**config.mk**
```make
export PLATFORM = sky130hd
export DESIGN_NAME = dma_mem_arbiter
export DESIGN_NICKNAME = d
export VERILOG_FILES = /design/src/rtl/dma_pkg.sv /design/src/rtl/dma_arb_perf.sv /design/src/rtl/dma_mem_arbiter.sv
export SDC_FILE = /design/constraint.sdc
export NUM_CORES = 1
export LEC_CHECK = 0
export CELL_PAD_IN_SITES_DETAIL_PLACEMENT = 1
export CELL_PAD_IN_SITES_GLOBAL_PLACEMENT = 1
export CORE_MARGIN = 5
export CORE_UTILIZATION = 24
export DETAILED_ROUTE_END_ITERATION = 8
export MAX_ROUTING_LAYER = met4
export PLACE_DENSITY_LB_ADDON = 0.1
export SLEW_MARGIN = 20
export SYNTH_ARGS = -nofsm -noshare
export SYNTH_HDL_FRONTEND = slang
export SYNTH_SLANG_ARGS = --single-unit
export TNS_END_PERCENT = 10
```
**constraint.sdc**
```tcl
create_clock -name clk -period 5.4 [get_ports clk]
set_clock_uncertainty 0.2 [all_clocks]
set_input_delay 1.62 -clock clk [delete_from_list [all_inputs] [get_ports clk]]
set_output_delay 1.62 -clock clk [all_outputs]
set_load 0.01 [all_outputs]
```
**src/rtl/dma_pkg.sv**
```systemverilog
// Shared definitions for the two-channel DMA memory arbiter: owner states,
// channel identifiers and default bus widths.
package dma_pkg;

  localparam int DEF_ADDR_W = 8;
  localparam int DEF_DATA_W = 16;

  localparam logic CH0 = 1'b0;
  localparam logic CH1 = 1'b1;

  typedef enum logic [1:0] {
    IDLE = 2'd0,
    OWN0 = 2'd1,
    OWN1 = 2'd2
  } arb_state_t;

endpackage

```
**src/rtl/dma_arb_perf.sv**
```systemverilog
// Free-running performance counters for the arbiter: accepted beats per
// channel and cycles spent with at least one request left ungranted.
module dma_arb_perf (
  input  logic        clk,
  input  logic        reset,
  input  logic        beat0,
  input  logic        beat1,
  input  logic        waiting,
  output logic [15:0] gnt_cnt0,
  output logic [15:0] gnt_cnt1,
  output logic [15:0] wait_cnt
);

  // All counters wrap naturally at 16'hFFFF.
  always_ff @(posedge clk or posedge reset) begin
    if (reset) begin
      gnt_cnt0 <= '0;
      gnt_cnt1 <= '0;
      wait_cnt <= '0;
    end else begin
      if (beat0)   gnt_cnt0 <= gnt_cnt0 + 16'd1;
      if (beat1)   gnt_cnt1 <= gnt_cnt1 + 16'd1;
      if (waiting) wait_cnt <= wait_cnt + 16'd1;
    end
  end

endmodule

```
**src/rtl/dma_mem_arbiter.sv**
```systemverilog
// Round-robin arbiter sharing one single-port synchronous memory between two
// DMA channels, with bounded burst lock. DMA_ARB_PERF_EN adds perf counters.
module dma_mem_arbiter
  import dma_pkg::*;
#(
  parameter int ADDR_W    = DEF_ADDR_W,
  parameter int DATA_W    = DEF_DATA_W,
  parameter int MAX_BURST = 4
) (
  input  logic              clk,
  input  logic              reset,
  input  logic              req0,
  input  logic              lock0,
  input  logic              we0,
  input  logic [ADDR_W-1:0] addr0,
  input  logic [DATA_W-1:0] wdata0,
  output logic              gnt0,
  output logic              rvalid0,
  output logic [DATA_W-1:0] rdata0,
  input  logic              req1,
  input  logic              lock1,
  input  logic              we1,
  input  logic [ADDR_W-1:0] addr1,
  input  logic [DATA_W-1:0] wdata1,
  output logic              gnt1,
  output logic              rvalid1,
  output logic [DATA_W-1:0] rdata1,
  output logic              mem_en,
  output logic              mem_we,
  output logic [ADDR_W-1:0] mem_addr,
  output logic [DATA_W-1:0] mem_wdata,
  input  logic [DATA_W-1:0] mem_rdata
`ifdef DMA_ARB_PERF_EN
  ,
  output logic [15:0]       gnt_cnt0,
  output logic [15:0]       gnt_cnt1,
  output logic [15:0]       wait_cnt
`endif
);

  localparam int CNT_W = $clog2(MAX_BURST + 1);
  localparam logic [CNT_W-1:0] CNT_MAX = CNT_W'(MAX_BURST);

  arb_state_t        state_reg, state_next;
  logic [CNT_W-1:0]  cnt_reg, cnt_next;
  logic              last_reg, last_next;
  logic              rd_pend_reg;
  logic              rd_tag_reg;
  logic [DATA_W-1:0] rdata0_reg, rdata1_reg;

  logic       pick0, pick1;
  logic       beat, beat_ch, beat_lock, beat_we;
  arb_state_t beat_own;

  // Grant selection: an owner keeps the memory unless the other side has
  // waited through a full burst; otherwise round-robin on the last winner.
  always_comb begin
    pick0 = 1'b0;
    pick1 = 1'b0;
    unique case (state_reg)
      OWN0: begin
        if (req0 && !(req1 && cnt_reg == CNT_MAX)) pick0 = 1'b1;
        else if (req1)                             pick1 = 1'b1;
      end
      OWN1: begin
        if (req1 && !(req0 && cnt_reg == CNT_MAX)) pick1 = 1'b1;
        else if (req0)                             pick0 = 1'b1;
      end
      default: begin
        if (req0 && req1) begin
          if (last_reg == CH1) pick0 = 1'b1;
          else                 pick1 = 1'b1;
        end else if (req0) begin
          pick0 = 1'b1;
        end else if (req1) begin
          pick1 = 1'b1;
        end
      end
    endcase
  end

  assign gnt0      = pick0 & ~reset;
  assign gnt1      = pick1 & ~reset;
  assign beat      = gnt0 | gnt1;
  assign beat_ch   = gnt1 ? CH1 : CH0;
  assign beat_lock = gnt1 ? lock1 : lock0;
  assign beat_we   = gnt1 ? we1 : we0;
  assign beat_own  = gnt1 ? OWN1 : OWN0;

  always_comb begin
    state_next = state_reg;
    cnt_next   = cnt_reg;
    last_next  = last_reg;
    if (beat) begin
      last_next = beat_ch;
      if (beat_lock) begin
        state_next = beat_own;
        // A new owner starts counting from its first beat.
        if (state_reg != beat_own)  cnt_next = CNT_W'(1);
        else if (cnt_reg != CNT_MAX) cnt_next = cnt_reg + CNT_W'(1);
      end else begin
        state_next = IDLE;
        cnt_next   = '0;
      end
    end
  end

  always_ff @(posedge clk or posedge reset) begin
    if (reset) begin
      state_reg <= IDLE;
      cnt_reg   <= '0;
      last_reg  <= CH1;
    end else begin
      state_reg <= state_next;
      cnt_reg   <= cnt_next;
      last_reg  <= last_next;
    end
  end

  always_comb begin
    mem_en    = beat;
    mem_we    = 1'b0;
    mem_addr  = '0;
    mem_wdata = '0;
    if (gnt0) begin
      mem_we    = we0;
      mem_addr  = addr0;
      mem_wdata = wdata0;
    end else if (gnt1) begin
      mem_we    = we1;
      mem_addr  = addr1;
      mem_wdata = wdata1;
    end
  end

  // Read data is passed straight through in its return cycle and held after.
  assign rvalid0 = rd_pend_reg && (rd_tag_reg == CH0);
  assign rvalid1 = rd_pend_reg && (rd_tag_reg == CH1);
  assign rdata0  = rvalid0 ? mem_rdata : rdata0_reg;
  assign rdata1  = rvalid1 ? mem_rdata : rdata1_reg;

  always_ff @(posedge clk or posedge reset) begin
    if (reset) begin
      rd_pend_reg <= 1'b0;
      rd_tag_reg  <= CH0;
      rdata0_reg  <= '0;
      rdata1_reg  <= '0;
    end else begin
      rd_pend_reg <= beat & ~beat_we;
      rd_tag_reg  <= beat_ch;
      if (rvalid0) rdata0_reg <= mem_rdata;
      if (rvalid1) rdata1_reg <= mem_rdata;
    end
  end

`ifdef DMA_ARB_PERF_EN
  dma_arb_perf u_perf (
    .clk      (clk),
    .reset    (reset),
    .beat0    (gnt0),
    .beat1    (gnt1),
    .waiting  ((req0 & ~gnt0) | (req1 & ~gnt1)),
    .gnt_cnt0 (gnt_cnt0),
    .gnt_cnt1 (gnt_cnt1),
    .wait_cnt (wait_cnt)
  );
`endif

endmodule

```
==> flow_summary.yaml <==
setup_path:
  cp-start-kind: "input port"
  r2r_start: "state_reg[0]"
  cp.buffers_inverters: 4
  slowest_delay_ps: 550
  path_delay_family: "buffers and inverters"
  critPathRequiredTime_ps: 3580
  crit_fanout: 16
  end_kind: "output pin"
  arrival_ps: 3480
  cp_common_cell: "clkdlybuf4s50_1"
  critPathSlowestCell: "clkdlybuf4s50_1"
  path_class: "in2out"
  path_cells: "clkdlybuf4s50_1, nand2_1, o41a_4, clkinv_4, buf_12, clkdlybuf4s50_1"
  crit_path_start: "req0"
clock_network:
  cts_root_buf: "clkbuf_8"
  cts.path.max_buffers: 2
  numCtsBuffers: 5
  cts_tree: "done"
  cts.sinks: 40
  clk_latency_ps: 290
  clk_pin_slew_worst_paths_ps: 80
  cts-htree-levels: 2
  post_cts.repair.setup_buffers: 0
pwr:
  switching_share_pct: 34.4
  total_power_uw: 1940
  power.share.clock_pct: 13.4
  p_int_uw: 1270
  p_comb_share_pct: 61.1
  power.density_nw_per_um2: 515
  p_sw_uw: 668
  leakage_uw: 0.00166
  ir_worst_vdd_uv: 118
  p_seq_share_pct: 25.5
route:
  initialDrtViolationCount: 39
  avgViaCountPerCell: 4.62
  drt-pass1-iter-count: 4
  wire_per_inst_um: 16.2
  drc: 0
  ant_nets: 0
  wirelength_um: 6970
  vias: 1985
hold_path:
  worst_hold_path_type: "reg2reg"
  min-delay-start: "last_reg"
grt:
  grt-ovfl-total: 0
  first_global_vias: 2249
  antenna_found_initial: 0
  grt_usage_pct: 13.4
  use_met2_pct: 21.3
  top_usage_layer: "met2"
  grt_start_max_net_pins: 39
  met1_usage_pct: 16.6
  grt_pass1_wl_um: 10800
  grt_use_met3_pct: 4.02
logic_synthesis:
  synth_top_area_cell: "dfrtp_1"
  yosysMostFrequentCell: "dfrtp_1"
  ys_seq_elements: 40
  ys_warn_count: 0
  avgSynthCellArea_sq_um: 12.2
  ys_seq_area_share_pct: 47.9
  synth_ff_type: "dfrtp_1"
  syn_area_sq_um: 2090
  synth_top_area_share_pct: 46.6
  ys_top_cells_by_area: "dfrtp_1 47%, mux2_2 17%, a22o_1 10%, ha_1 2.4%, nand2_1 2.3%"
  syn-num-nets: 248
  synth.top_cells.by_count: "39 x dfrtp_1, 32 x mux2_2, 25 x a22o_1, 13 x nand2_1, 10 x inv_1"
  async_reset_ff_share_pct: 100
  netlist_instances: 172
  synth.distinct_cells: 40
  synth-edff-count: 0
die:
  die_x_um: 103
  die_h_um: 103
  core_area_sq_um: 8590
  rows: 34
  io_pins: 134
  initial_core_util_pct: 24.4
  die_area_sq_um: 10700
timing:
  hold_viol: 0
  slew_headroom_pct: 47.1
  tightest_slew_ps: 792
  final-setup-viol-count: 0
  holdWs_ps: 292
  final_max_slew_viol_count: 0
  max_clock_freq_ghz: 0.189
  rsz0062_at_grt: "false"
  finalCriticalPeriod_ps: 5300
  timing.final.ws_setup_ps: 99.2
  fin_crit_sh_pct: 98.2
finish:
  fin_area_sq_um: 3770
  nFillCells: 948
  n_antenna_cell: 0
  final_cells: 430
  fin_nets: 397
  drive_above_1_share_pct: 23.3
  syn2layout_area_growth_pct: 80.0
placed_design:
  pre_cts_ws_ps: -125
  place_area_sq_um: 3670
  port-buffer-count: 133
  place_congestion: 0.724
  dp_hpwl_um: 5660
  dp_cells: 422
flow_run:
  maxCapViolCount: 0
run_status:
  status: "finished clean"
==> path summary, 6_finish.rpt <==
| path | cells after the start | slack [ps] | endpoint |
|---|---|---|---|
| setup / recovery | 6 | 100 | gnt0 |
| hold / removal | 2 | 290 | last_reg |
| setup reg to reg | 8 | 3040 | cnt_reg[1] |
| hold reg to reg | 2 | 290 | last_reg |
| max in group asynchronous | 3 | 2940 | last_reg |
| min in group asynchronous | 3 | 1500 | state_reg[0] |
==> area by class of cell <==
cell class | instances | area (sq um) | area share [%]
clock buffer | 6 | 82.6 | 2.19
tap | 108 | 135 | 3.59
clock inverter | 2 | 38.8 | 1.03
sequential | 40 | 1000 | 26.6
inverter | 12 | 53.8 | 1.43
multi-input combinational | 112 | 992 | 26.3
timing repair buffer | 150 | 1460 | 38.8
==> cells in the final DEF (no fill, tap or decap), types with 3 or more instances in the layout <==
cell type	n
a22o_1	25
buf_4	14
nor2_1	3
inv_1	8
clkdlybuf4s50_1	107
nand2_1	13
buf_12	3
ha_1	4
mux2_2	32
clkbuf_8	6
dfrtp_1	39
dlygate4sd2_1	26
==> logic make-up (layout without fill, tap and decap cells) <==
logic type,after synthesis,count (layout),share of synthesized area (%)
buffers and inverters,20,170,5.02
AOI/OAI and AO/OA,48,48,20.7
muxes,32,32,17.2
and+or+nand+nor,28,28,6.81
adders and majority gates,4,4,2.39
DFF,40,40,47.9
==> power by group through the flow <==
stage	Combinational [uW]	Sequential [uW]	Clock (uW)
after floorplan	595	486	0
after global placement	1250	496	0
after detailed placement	1260	504	0
after CTS	1220	497	271
after global routing	1290	512	284
final	1190	495	260
==> what timing repair did <==
item / in CTS / in global routing
gates resized for setup: 29 / 0
endpoints found under the setup margin: 26 / 0
hold buffers: 0 / 0
==> stage by stage <==
step	utilization [%]	setup TNS (ps)
6_report	43.9	0
5_1_grt	43.9	0
4_1_cts	43.9	0
3_5_place_dp	42.7	-2440
3_3_place_gp	42.7	-2110
2_1_floorplan	-	0
==> layer usage <==
metal / vias up / wire (um)
li1: 931 / -
met1: 947 / 2930
met2: 107 / 3390
met3: 0 / 656
met4: 0 / 0
met5: - / 0
==> tightest hold or removal path: stages, from the launching register on <==
cell     delay (ps)
dfstp_2         390
nand2_1          50
nand2_1          50
Power figures use the tool's default switching activity.
